### src/rtl/stim_check_pkg.sv
// Shared types and LFSR helpers for the on-chip equivalence harness.
package stim_check_pkg;

   typedef enum logic [2:0] {
      ST_IDLE,
      ST_RSTHOLD,
      ST_GAP,
      ST_RUN,
      ST_DONE
   } state_e;

   localparam logic [31:0] LFSR_TAPS = 32'h8020_0003;

   // Galois right-shift step: feedback taps are XORed in when the bit shifted out is 1
   function automatic logic [31:0] lfsr_next(input logic [31:0] s);
      return s[0] ? ((s >> 1) ^ LFSR_TAPS) : (s >> 1);
   endfunction

endpackage

### src/rtl/stim_check_harness_if.sv
// Bundle between the harness, the two DUT copies and the run controller.
interface stim_check_harness_if #(
   parameter int DATA_W = 32,
   parameter int CNT_W  = 16
);
   logic              start;
   logic              dut_rst;
   logic [DATA_W-1:0] stim;
   logic [DATA_W-1:0] golden_out;
   logic [DATA_W-1:0] netlist_out;
   logic              busy;
   logic              done;
   logic              pass;
   logic [CNT_W-1:0]  mismatch_cnt;
   logic [CNT_W-1:0]  vec_idx;
   logic              fail_valid;
   logic [CNT_W-1:0]  first_fail_idx;
   logic [DATA_W-1:0] first_fail_golden;
   logic [DATA_W-1:0] first_fail_netlist;

   modport master (
      input  start, golden_out, netlist_out,
      output dut_rst, stim, busy, done, pass, mismatch_cnt, vec_idx,
             fail_valid, first_fail_idx, first_fail_golden, first_fail_netlist
   );

   modport slave (
      output start, golden_out, netlist_out,
      input  dut_rst, stim, busy, done, pass, mismatch_cnt, vec_idx,
             fail_valid, first_fail_idx, first_fail_golden, first_fail_netlist
   );
endinterface

### src/rtl/stim_lfsr.sv
// 32-bit Galois LFSR with synchronous seed load and single-step advance.
module stim_lfsr
   import stim_check_pkg::*;
#(
   parameter logic [31:0] RESET_SEED = 32'h0000_0001
) (
   input  logic        clk,
   input  logic        rst,
   input  logic        load,
   input  logic        step,
   input  logic [31:0] seed,
   output logic [31:0] state
);

   logic [31:0] state_q;
   logic [31:0] state_d;

   // An all-zero state would lock up, so a zero seed becomes 1
   always_comb begin
      state_d = state_q;
      if (load) begin
         state_d = (seed == 32'h0) ? 32'h1 : seed;
      end else if (step) begin
         state_d = lfsr_next(state_q);
      end
   end

   always_ff @(posedge clk or negedge rst) begin
      if (!rst) begin
         state_q <= (RESET_SEED == 32'h0) ? 32'h1 : RESET_SEED;
      end else begin
         state_q <= state_d;
      end
   end

   assign state = state_q;

endmodule

### src/rtl/stim_check_harness.sv
// Drives reset and pseudo-random vectors into golden/netlist copies and
// compares their outputs after a settle interval, keeping the first failure.
module stim_check_harness
   import stim_check_pkg::*;
#(
   parameter int          DATA_W        = 32,
   parameter int          NUM_VECTORS   = 1000,
   parameter int          RESET_CYCLES  = 2,
   parameter int          SETTLE_CYCLES = 2,
   parameter logic [31:0] LFSR_SEED     = 32'h0000_0001,
   parameter int          CNT_W         = 16
) (
   input  logic                 clk,
   input  logic                 rst,
   stim_check_harness_if.master bus
);

   localparam logic [31:0]      SEED_EFF = (LFSR_SEED == 32'h0) ? 32'h1 : LFSR_SEED;
   localparam logic [CNT_W-1:0] CNT_MAX  = '1;

   state_e            state_q, state_d;
   logic [15:0]       rst_cnt_q, rst_cnt_d;
   logic [15:0]       settle_cnt_q, settle_cnt_d;
   logic [CNT_W-1:0]  vec_idx_q, vec_idx_d;
   logic [DATA_W-1:0] stim_q, stim_d;
   logic              dut_rst_q, dut_rst_d;
   logic              busy_q, busy_d;
   logic              done_q, done_d;
   logic              pass_q, pass_d;
   logic [CNT_W-1:0]  mismatch_cnt_q, mismatch_cnt_d;
   logic              fail_valid_q, fail_valid_d;
   logic [CNT_W-1:0]  ff_idx_q, ff_idx_d;
   logic [DATA_W-1:0] ff_golden_q, ff_golden_d;
   logic [DATA_W-1:0] ff_netlist_q, ff_netlist_d;

   logic              lfsr_load;
   logic              lfsr_step;
   logic [31:0]       lfsr_state;
   logic [31:0]       lfsr_nxt;
   logic              compare_en;
   logic              start_ok;

   stim_lfsr #(
      .RESET_SEED (SEED_EFF)
   ) u_lfsr (
      .clk   (clk),
      .rst   (rst),
      .load  (lfsr_load),
      .step  (lfsr_step),
      .seed  (SEED_EFF),
      .state (lfsr_state)
   );

   always_comb begin
      state_d        = state_q;
      rst_cnt_d      = rst_cnt_q;
      settle_cnt_d   = settle_cnt_q;
      vec_idx_d      = vec_idx_q;
      stim_d         = stim_q;
      dut_rst_d      = dut_rst_q;
      mismatch_cnt_d = mismatch_cnt_q;
      fail_valid_d   = fail_valid_q;
      ff_idx_d       = ff_idx_q;
      ff_golden_d    = ff_golden_q;
      ff_netlist_d   = ff_netlist_q;
      lfsr_load      = 1'b0;
      lfsr_step      = 1'b0;
      compare_en     = 1'b0;
      lfsr_nxt       = lfsr_next(lfsr_state);
      // A restart from DONE waits for the done flag so start is never taken while busy reads 1
      start_ok       = bus.start && ((state_q == ST_IDLE) || ((state_q == ST_DONE) && done_q));

      case (state_q)
         ST_IDLE: begin
            dut_rst_d = 1'b1;
            stim_d    = '0;
         end
         ST_RSTHOLD: begin
            if (32'(rst_cnt_q) >= RESET_CYCLES - 1) begin
               compare_en = 1'b1;
               dut_rst_d  = 1'b0;
               state_d    = ST_GAP;
            end else begin
               rst_cnt_d = rst_cnt_q + 16'd1;
            end
         end
         ST_GAP: begin
            if (NUM_VECTORS == 0) begin
               state_d = ST_DONE;
            end else begin
               lfsr_step    = 1'b1;
               stim_d       = lfsr_nxt[DATA_W-1:0];
               vec_idx_d    = CNT_W'(1);
               settle_cnt_d = '0;
               state_d      = ST_RUN;
            end
         end
         ST_RUN: begin
            if (32'(settle_cnt_q) >= SETTLE_CYCLES - 1) begin
               compare_en   = 1'b1;
               settle_cnt_d = '0;
               if (32'(vec_idx_q) < NUM_VECTORS) begin
                  lfsr_step = 1'b1;
                  stim_d    = lfsr_nxt[DATA_W-1:0];
                  vec_idx_d = vec_idx_q + CNT_W'(1);
               end else begin
                  state_d = ST_DONE;
               end
            end else begin
               settle_cnt_d = settle_cnt_q + 16'd1;
            end
         end
         ST_DONE: begin
         end
         default: state_d = ST_IDLE;
      endcase

      if (compare_en && (bus.golden_out != bus.netlist_out)) begin
         if (mismatch_cnt_q != CNT_MAX) begin
            mismatch_cnt_d = mismatch_cnt_q + CNT_W'(1);
         end
         if (!fail_valid_q) begin
            fail_valid_d = 1'b1;
            ff_idx_d     = vec_idx_q;
            ff_golden_d  = bus.golden_out;
            ff_netlist_d = bus.netlist_out;
         end
      end

      if (start_ok) begin
         state_d        = ST_RSTHOLD;
         rst_cnt_d      = '0;
         settle_cnt_d   = '0;
         vec_idx_d      = '0;
         dut_rst_d      = 1'b1;
         stim_d         = '0;
         mismatch_cnt_d = '0;
         fail_valid_d   = 1'b0;
         ff_idx_d       = '0;
         ff_golden_d    = '0;
         ff_netlist_d   = '0;
         lfsr_load      = 1'b1;
      end

      // done/pass follow one cycle after entering DONE so pass sees the final count
      done_d = start_ok ? 1'b0 : (done_q || (state_q == ST_DONE));
      pass_d = start_ok ? 1'b0 : ((state_q == ST_DONE) ? (mismatch_cnt_q == '0) : pass_q);
      busy_d = (state_d != ST_IDLE) && !done_d;
   end

   always_ff @(posedge clk or negedge rst) begin
      if (!rst) begin
         state_q        <= ST_IDLE;
         rst_cnt_q      <= '0;
         settle_cnt_q   <= '0;
         vec_idx_q      <= '0;
         stim_q         <= '0;
         dut_rst_q      <= 1'b1;
         busy_q         <= 1'b0;
         done_q         <= 1'b0;
         pass_q         <= 1'b0;
         mismatch_cnt_q <= '0;
         fail_valid_q   <= 1'b0;
         ff_idx_q       <= '0;
         ff_golden_q    <= '0;
         ff_netlist_q   <= '0;
      end else begin
         state_q        <= state_d;
         rst_cnt_q      <= rst_cnt_d;
         settle_cnt_q   <= settle_cnt_d;
         vec_idx_q      <= vec_idx_d;
         stim_q         <= stim_d;
         dut_rst_q      <= dut_rst_d;
         busy_q         <= busy_d;
         done_q         <= done_d;
         pass_q         <= pass_d;
         mismatch_cnt_q <= mismatch_cnt_d;
         fail_valid_q   <= fail_valid_d;
         ff_idx_q       <= ff_idx_d;
         ff_golden_q    <= ff_golden_d;
         ff_netlist_q   <= ff_netlist_d;
      end
   end

   assign bus.dut_rst            = dut_rst_q;
   assign bus.stim               = stim_q;
   assign bus.busy               = busy_q;
   assign bus.done               = done_q;
   assign bus.pass               = pass_q;
   assign bus.mismatch_cnt       = mismatch_cnt_q;
   assign bus.vec_idx            = vec_idx_q;
   assign bus.fail_valid         = fail_valid_q;
   assign bus.first_fail_idx     = ff_idx_q;
   assign bus.first_fail_golden  = ff_golden_q;
   assign bus.first_fail_netlist = ff_netlist_q;

endmodule

### src/flat_wrapper.sv
// flat-port wrapper written by rule: the top's interface ports become plain ports
module stim_check_harness_flat import stim_check_pkg::*;
#(
   parameter int          DATA_W        = 32,
   parameter int          NUM_VECTORS   = 1000,
   parameter int          RESET_CYCLES  = 2,
   parameter int          SETTLE_CYCLES = 2,
   parameter logic [31:0] LFSR_SEED     = 32'h0000_0001,
   parameter int          CNT_W         = 16
)
  (clk, rst, bus_start, bus_golden_out, bus_netlist_out, bus_dut_rst, bus_stim, bus_busy, bus_done, bus_pass, bus_mismatch_cnt, bus_vec_idx, bus_fail_valid, bus_first_fail_idx, bus_first_fail_golden, bus_first_fail_netlist);
  stim_check_harness_if #(.DATA_W(DATA_W), .CNT_W(CNT_W)) bus_i ();
  input  logic clk;
  input  logic rst;
  input wire logic [$bits(bus_i.start)-1:0] bus_start;
  input wire logic [$bits(bus_i.golden_out)-1:0] bus_golden_out;
  input wire logic [$bits(bus_i.netlist_out)-1:0] bus_netlist_out;
  output wire logic [$bits(bus_i.dut_rst)-1:0] bus_dut_rst;
  output wire logic [$bits(bus_i.stim)-1:0] bus_stim;
  output wire logic [$bits(bus_i.busy)-1:0] bus_busy;
  output wire logic [$bits(bus_i.done)-1:0] bus_done;
  output wire logic [$bits(bus_i.pass)-1:0] bus_pass;
  output wire logic [$bits(bus_i.mismatch_cnt)-1:0] bus_mismatch_cnt;
  output wire logic [$bits(bus_i.vec_idx)-1:0] bus_vec_idx;
  output wire logic [$bits(bus_i.fail_valid)-1:0] bus_fail_valid;
  output wire logic [$bits(bus_i.first_fail_idx)-1:0] bus_first_fail_idx;
  output wire logic [$bits(bus_i.first_fail_golden)-1:0] bus_first_fail_golden;
  output wire logic [$bits(bus_i.first_fail_netlist)-1:0] bus_first_fail_netlist;
  assign bus_i.start = bus_start;
  assign bus_i.golden_out = bus_golden_out;
  assign bus_i.netlist_out = bus_netlist_out;
  assign bus_dut_rst = bus_i.dut_rst;
  assign bus_stim = bus_i.stim;
  assign bus_busy = bus_i.busy;
  assign bus_done = bus_i.done;
  assign bus_pass = bus_i.pass;
  assign bus_mismatch_cnt = bus_i.mismatch_cnt;
  assign bus_vec_idx = bus_i.vec_idx;
  assign bus_fail_valid = bus_i.fail_valid;
  assign bus_first_fail_idx = bus_i.first_fail_idx;
  assign bus_first_fail_golden = bus_i.first_fail_golden;
  assign bus_first_fail_netlist = bus_i.first_fail_netlist;
  stim_check_harness #(.DATA_W(DATA_W), .NUM_VECTORS(NUM_VECTORS), .RESET_CYCLES(RESET_CYCLES), .SETTLE_CYCLES(SETTLE_CYCLES), .LFSR_SEED(LFSR_SEED), .CNT_W(CNT_W)) u_core (.clk(clk), .rst(rst), .bus(bus_i));
endmodule
### config.mk
export PLATFORM = sky130hd
export DESIGN_NAME = stim_check_harness_flat
export DESIGN_NICKNAME = d
export VERILOG_FILES = /design/src/rtl/stim_check_pkg.sv /design/src/rtl/stim_check_harness_if.sv /design/src/rtl/stim_lfsr.sv /design/src/rtl/stim_check_harness.sv /design/src/flat_wrapper.sv
export SDC_FILE = /design/constraint.sdc
export NUM_CORES = 1
export LEC_CHECK = 0
export CORE_MARGIN = 4
export CORE_UTILIZATION = 46
export CTS_CLUSTER_SIZE = 8
export DETAILED_ROUTE_END_ITERATION = 8
export HOLD_SLACK_MARGIN = 0.02
export PLACE_DENSITY = 0.74
export SETUP_SLACK_MARGIN = 0.05
export SYNTH_ARGS = -nofsm -noshare
export SYNTH_HDL_FRONTEND = slang
export SYNTH_SLANG_ARGS = --single-unit
### constraint.sdc
create_clock -name clk -period 2.2 [get_ports clk]
set_input_delay 0.22 -clock clk [delete_from_list [all_inputs] [get_ports clk]]
set_output_delay 0.22 -clock clk [all_outputs]
set_load 0.005 [all_outputs]
==> flow_metrics.py, run 1 <==
metrics = {
    "status": {
        "status": "completed",
    },
    "yosys": {
        "synth.most_common_cell": "nand2_1",
        "ys.flop_type": "dfrtp_1",
        "synthTopCellsByCount": "nand2_1, dfrtp_1, o21ai_1",
        "synth-seq-cells": 216,
        "syn_area_um2": 9410,
        "yosysTopAreaCell": "dfrtp_1",
        "synth_cells": 984,
        "synth_area_leaders": "dfrtp_1, nand2_1, o21ai_1",
        "synthesis.nets": 1060,
        "synth_cell_type_count": 55,
        "ys_warn_count": 0,
        "yosysTopAreaCellShare_pct": 56.9,
        "seq_area_frac_synth_pct": 57.5,
        "avgSynthCellArea_um2": 9.56,
        "synthArstFlopShare_pct": 100,
        "synth-edff-count": 0,
    },
    "clocking": {
        "clkSinkCount": 216,
        "cts.clk_slew.worst_paths_ps": 50,
        "clock_latency_ps": 530,
        "clockBufferDepth": 3,
        "cts_tree": "yes",
        "htreeDepth": 1,
        "clock-root-buffer": "clkbuf_16",
        "numCtsBuffers": 30,
    },
    "grt": {
        "grt_start_max_net_pins": 77,
        "gr-usage-all-layers_pct": 23.3,
        "grt_overflow": 0,
        "grt_pass1_vias": 8128,
        "antenna_found_initial": 0,
        "grt_pass1_wl_um": 42500,
    },
    "timing": {
        "fmax_mhz": 482,
        "worst_pin_slew_ps": 735,
        "fin_ws_ps": 124,
        "period_share_pct": 94.3,
        "hold_viol": 0,
        "final.setup_skew_ps": 18.0,
        "finalSetupViolations": 0,
        "tns_ps": 0,
        "rsz0062_at_grt": "yes",
        "slew_violations": 0,
        "maxSlewHeadroom_pct": 50.8,
        "fin_crit_ps": 2080,
    },
    "drt": {
        "wl_um": 26700,
        "drt_iter0_drc": 469,
        "firstDrtPassIters": 6,
        "drcViolationCount": 0,
        "via_count": 8019,
        "routed_via_density": 5.23,
        "wl_per_cell_um": 17.4,
        "postRouteAntennaNets": 0,
    },
    "worst_setup_path": {
        "path_max_fanout": 5,
        "crit_chain": "buf_4 > ha_1 > nor4_2 > nand4_1 > buf_4 > buf_4 > nor4b_2 > buf_4 > mux2i_1",
        "critPathLaunchType": "flip-flop",
        "arrival_ps": 2520,
        "cp_slowest_stage_delay_ps": 400,
        "cp.required_ps": 2640,
        "path_class": "flip-flop to flip-flop",
        "crit_path_end_kind": "flip-flop",
        "slowest_stage": "dfrtp_1",
        "crit_top_cell": "buf_4",
    },
    "place": {
        "place_congestion": 0.823,
        "io_buffers": 215,
        "pre_cts_slack_ps": -191,
        "dp_hpwl_um": 18400,
    },
    "floorplan": {
        "design.die.area_um2": 22800,
        "fp.dieH_um": 151,
        "fp.dieW_um": 151,
        "rows": 52,
        "fp.coreArea_um2": 20200,
        "io_pins": 216,
        "start_util_pct": 46.6,
    },
    "finish": {
        "syn_to_final_growth_pct": 41.7,
        "layout-drive-gt1-share_pct": 10.4,
        "final_nets": 1328,
        "diodes": 0,
    },
    "job": {
        "maxCapViolCount": 0,
    },
    "power_and_ir_drop": {
        "ir_drop_mv": 0.819,
        "p_leak_uw": 0.00601,
        "power_density_nw_per_um2": 1200,
    },
    "hold_path": {
        "hp-class": "input pin to async pin",
    },
}
==> critical path, delay by kind of cell (launching register included) <==
kind / cells / cell delay, ps
fa+ha+maj: 1 / 200
buf+inv: 4 / 660
flops: 1 / 400
mux: 1 / 180
simple gates: 3 / 550
==> area by class of cell <==
class / instances / area (um2)
Inverter: 9 / 33.8
Sequential cell: 216 / 5410
Multi-Input combinational cell: 709 / 3790
Tap cell: 270 / 338
Fill cell: 1632 / 6840
Clock buffer: 44 / 825
Timing Repair Buffer: 286 / 2940
==> power breakdown <==
part	internal [uW]	switching (uW)	leakage, uW
logic	3100	2920	0.00278
registers	5120	750	0.00283
clock network	2530	1600	0.000397
total	10700	5270	0.00601
==> logic make-up after synthesis <==
family	after synthesis	synth area share (%)
multiplexers	9	0.958
AO/OA/AOI/OAI	178	11.1
adder cells (fa/ha/maj)	9	1.20
buffers and inverters	59	2.98
XOR/XNOR	38	3.54
flip-flops	216	57.5
AND/OR/NAND/NOR	475	22.7
==> metal layers <==
metal | track usage, % | vias to the layer above | wire (um)
li1 | - | 3829 | -
met1 | 30.4 | 3914 | 11100
met2 | 37.6 | 234 | 12900
met3 | 7.27 | 42 | 2110
met4 | 6.71 | 0 | 636
met5 | 0 | - | 0
==> registers in the layout (all words and copies together), names as in the netlist, 3 cells and up <==
name,cells
u_core.rst_cnt_q,16
u_core.bus.first_fail_netlist,32
u_core.bus.mismatch_cnt,16
u_core.u_lfsr.state,32
u_core.state_q,3
u_core.bus.vec_idx,16
u_core.bus.stim,32
u_core.settle_cnt_q,16
u_core.bus.first_fail_golden,32
u_core.bus.first_fail_idx,16
==> through the flow <==
| stage | area [um2] | power (uW) | cells | util [%] | hold WS (ps) |
|---|---|---|---|---|---|
| 2_1_floorplan | 9410 | 8540 | 984 | - | -75.6 |
| 3_3_place_gp | 12300 | 11600 | 1479 | 60.9 | 235 |
| 3_5_place_dp | 12300 | 11700 | 1479 | 60.9 | 245 |
| 4_1_cts | 13200 | 16000 | 1526 | 65.2 | 258 |
| 5_1_grt | 13300 | 17100 | 1534 | 66.1 | 284 |
| 6_report | 13300 | 16000 | 1534 | 66.1 | 266 |
==> layout by cell type (no fill, tap or decap), types with 16 or more instances in the layout <==
master,n
dfrtp_1,214
buf_4,50
o21ai_1,81
nor2_1,54
nand4_1,20
clkdlybuf4s50_1,214
xnor2_1,37
nand2_1,313
a21oi_1,40
nand3_1,17
and2_1,16
clkbuf_16,35
==> path summary, 6_finish.rpt <==
check                                    start                              end  slack, ps  depth (start not counted)
max                        u_core.rst_cnt_q[0]              u_core.rst_cnt_q[0]        120                          9
min                                        rst              u_core.bus.stim[10]        270                          2
max reg2reg                u_core.rst_cnt_q[0]              u_core.rst_cnt_q[0]        120                          9
min reg2reg                u_core.bus.stim[26]              u_core.bus.stim[26]        470                          2
max in group asynchronous                  rst               u_core.bus.dut_rst       1200                          3
min in group clk             bus_golden_out[8]  u_core.bus.first_fail_golden[8]        280                          3
==> what timing repair did <==
item | 4_1_cts | 5_1_grt
endpoints found under the hold margin | 71 | 0
hold buffers | 1 | 0
setup endpoints to repair | 153 | 171
pin swaps | 3 | 5
resized for setup | 3 | 7
cloned | 0 | 5
setup buffers | 2 | 3
Power figures use the tool's default switching activity.
==> run 2, diff against run 1 <==
- CORE_UTILIZATION: 46 -> 45
- PLACE_DENSITY: 0.74 -> 0.73
==> run 2 against run 1 <==
- die area is 2.1% higher
- global-route usage is 0.70 points lower
- sequential share of layout area decreased by 1.4 points
- clock skew fell by 5.2 ps
- core utilization increased by 1.7 points
- count of clock-buffer cells in the layout did not move
- critical path depth grew 1
- via count is 4.1% higher
- register-to-register slack got worse by 90 ps
==> flow_metrics.py, run 2 (synthesis results as in run 1) <==
metrics = {
    "worst_setup_path": {
        "path_class": "flip-flop to flip-flop",
        "cp_top_family": "simple AND/OR/NAND/NOR gates",
        "cp_slowest_stage_delay_ps": 410,
        "cp.required_ps": 2610,
        "critPathLaunchType": "flip-flop",
        "crit_path_end_kind": "flip-flop",
        "crit_buf_inv": 3,
        "path_max_fanout": 8,
        "arrival_ps": 2580,
        "crit_chain": "ha_1 > nor4_1 > nand4_1 > a22oi_4 > buf_6 > a211oi_4 > buf_12 > clkbuf_16 > nand2_2 > o21ai_1",
        "slowest_stage": "dfrtp_1",
    },
    "clocking": {
        "clockBufferDepth": 3,
        "numCtsBuffers": 30,
        "clkSinkCount": 216,
        "clock_latency_ps": 540,
        "cts.clk_slew.worst_paths_ps": 50,
        "htreeDepth": 1,
        "clock-root-buffer": "clkbuf_16",
        "cts_tree": "yes",
    },
    "place": {
        "io_buffers": 215,
        "place_area_um2": 12300,
        "dp_hpwl_um": 18600,
        "pre_cts_slack_ps": -181,
        "place_congestion": 0.851,
    },
    "timing": {
        "worst_pin_slew_ps": 603,
        "hold_viol": 0,
        "slew_violations": 0,
        "period_share_pct": 98.6,
        "fin_ws_ps": 30.7,
        "finalSetupViolations": 0,
        "fin_crit_ps": 2170,
        "final.setup_skew_ps": 12.8,
        "maxSlewHeadroom_pct": 59.8,
        "fmax_mhz": 461,
        "rsz0062_at_grt": "yes",
    },
    "grt": {
        "grt_overflow": 0,
        "grt_start_max_net_pins": 66,
        "grt_pass1_vias": 8364,
        "antenna_found_initial": 3,
        "gr-usage-all-layers_pct": 22.6,
        "grt_pass1_wl_um": 43400,
    },
    "drt": {
        "drt_iter0_drc": 510,
        "via_count": 8351,
        "drcViolationCount": 0,
        "firstDrtPassIters": 5,
        "postRouteAntennaNets": 0,
        "routed_via_density": 5.36,
        "wl_um": 28900,
        "wl_per_cell_um": 18.5,
    },
    "floorplan": {
        "fp.coreArea_um2": 20400,
        "design.die.area_um2": 23300,
        "fp.dieW_um": 153,
        "start_util_pct": 46.2,
        "io_pins": 216,
        "fp.dieH_um": 153,
        "rows": 52,
    },
    "finish": {
        "layout_commonest_cell": "nand2_1",
        "final_nets": 1349,
        "fillers": 1513,
        "layout-drive-gt1-share_pct": 15.8,
        "finalInstanceArea_um2": 13800,
        "multi_input_area_um2": 4010,
        "register_area_um2": 5410,
        "syn_to_final_growth_pct": 46.7,
        "final_cell_mix": "nand2_1, clkdlybuf4s50_1, dfrtp_1",
    },
    "power_and_ir_drop": {
        "seqPwrFrac_pct": 36.0,
        "p_leak_uw": 0.00631,
        "power_frac_clock_pct": 25.3,
        "p_switching_uw": 5490,
        "p_int_uw": 10900,
        "power_density_nw_per_um2": 1190,
        "combinationalPowerShare_pct": 38.7,
        "ir_drop_mv": 0.653,
        "swShare_pct": 33.5,
    },
    "status": {
        "status": "completed",
    },
    "job": {
        "maxCapViolCount": 0,
    },
    "hold_path": {
        "hp-class": "input pin to async pin",
    },
}
-- run 2: cell count changes in the layout (fill, tap and decap cells not counted), sizes merged --
cell    before  now
buf         67   82
clkbuf      48   53
diode        0    2
a21oi       42   43
-- run 2: final cells by class --
type	instances	area share (%)
sequential	216	39.2
tap	270	2.45
antenna	2	0.0363
timing repair buffer	306	23.1
multi-input combinational	710	29.0
clock buffer	44	5.98
inverter	9	0.245
-- run 2: routing by layer --
layer  track usage (%)  vias to the layer above  share of wire (%)
met3              7.38                       60                8.2
met2              37.5                      279                 49
met4              7.59                        2                3.1
li1                  -                     3883                  -
met5                 0                        -              0.045
met1              27.9                     4127                 40
-- run 2: worst paths after layout --
check,startpoint,endpoint,slack [ps],cells past startpoint
max,u_core.rst_cnt_q[0],u_core.bus.first_fail_netlist[2],30,10
max in group asynchronous,rst,u_core.u_lfsr.state[20],1150,3
min reg2reg,u_core.bus.stim[7],u_core.bus.stim[7],470,2
min in group clk,bus_golden_out[18],u_core.bus.first_fail_golden[18],270,3
max reg2reg,u_core.rst_cnt_q[0],u_core.bus.first_fail_netlist[2],30,10
min,rst,u_core.bus.first_fail_netlist[10],260,2
-- run 2: metrics by stage --
step / TNS, ps / total power [uW] / util [%] / cells / hold slack, ps
floorplan: 0 / 8540 / - / 984 / -75.6
global route: -669 / 17400 / 67.8 / 1557 / 273
CTS: 0 / 16000 / 65.1 / 1537 / 262
detailed placement: -10570 / 11700 / 60.5 / 1488 / 272
finish: 0 / 16400 / 67.8 / 1557 / 264
global placement: -9690 / 11600 / 60.5 / 1488 / 271
-- run 2: what timing repair did --
item / 4_1_cts / 5_1_grt
hold endpoints to repair: 57 / 0
endpoints found under the setup margin: 109 / 132
resized for setup: 7 / 71
hold buffers: 1 / 0
setup buffers: 3 / 7
pin swaps: 5 / 27
cloned: 1 / 11
-- run 2: power groups by stage --
stage          Clock [uW]  Combinational [uW]  Sequential (uW)
2_1_floorplan           0                2690             5850
3_3_place_gp            0                5710             5870
3_5_place_dp            0                5840             5890
4_1_cts              4220                5940             5870
5_1_grt              4410                7000             6040
6_report             4150                6340             5890
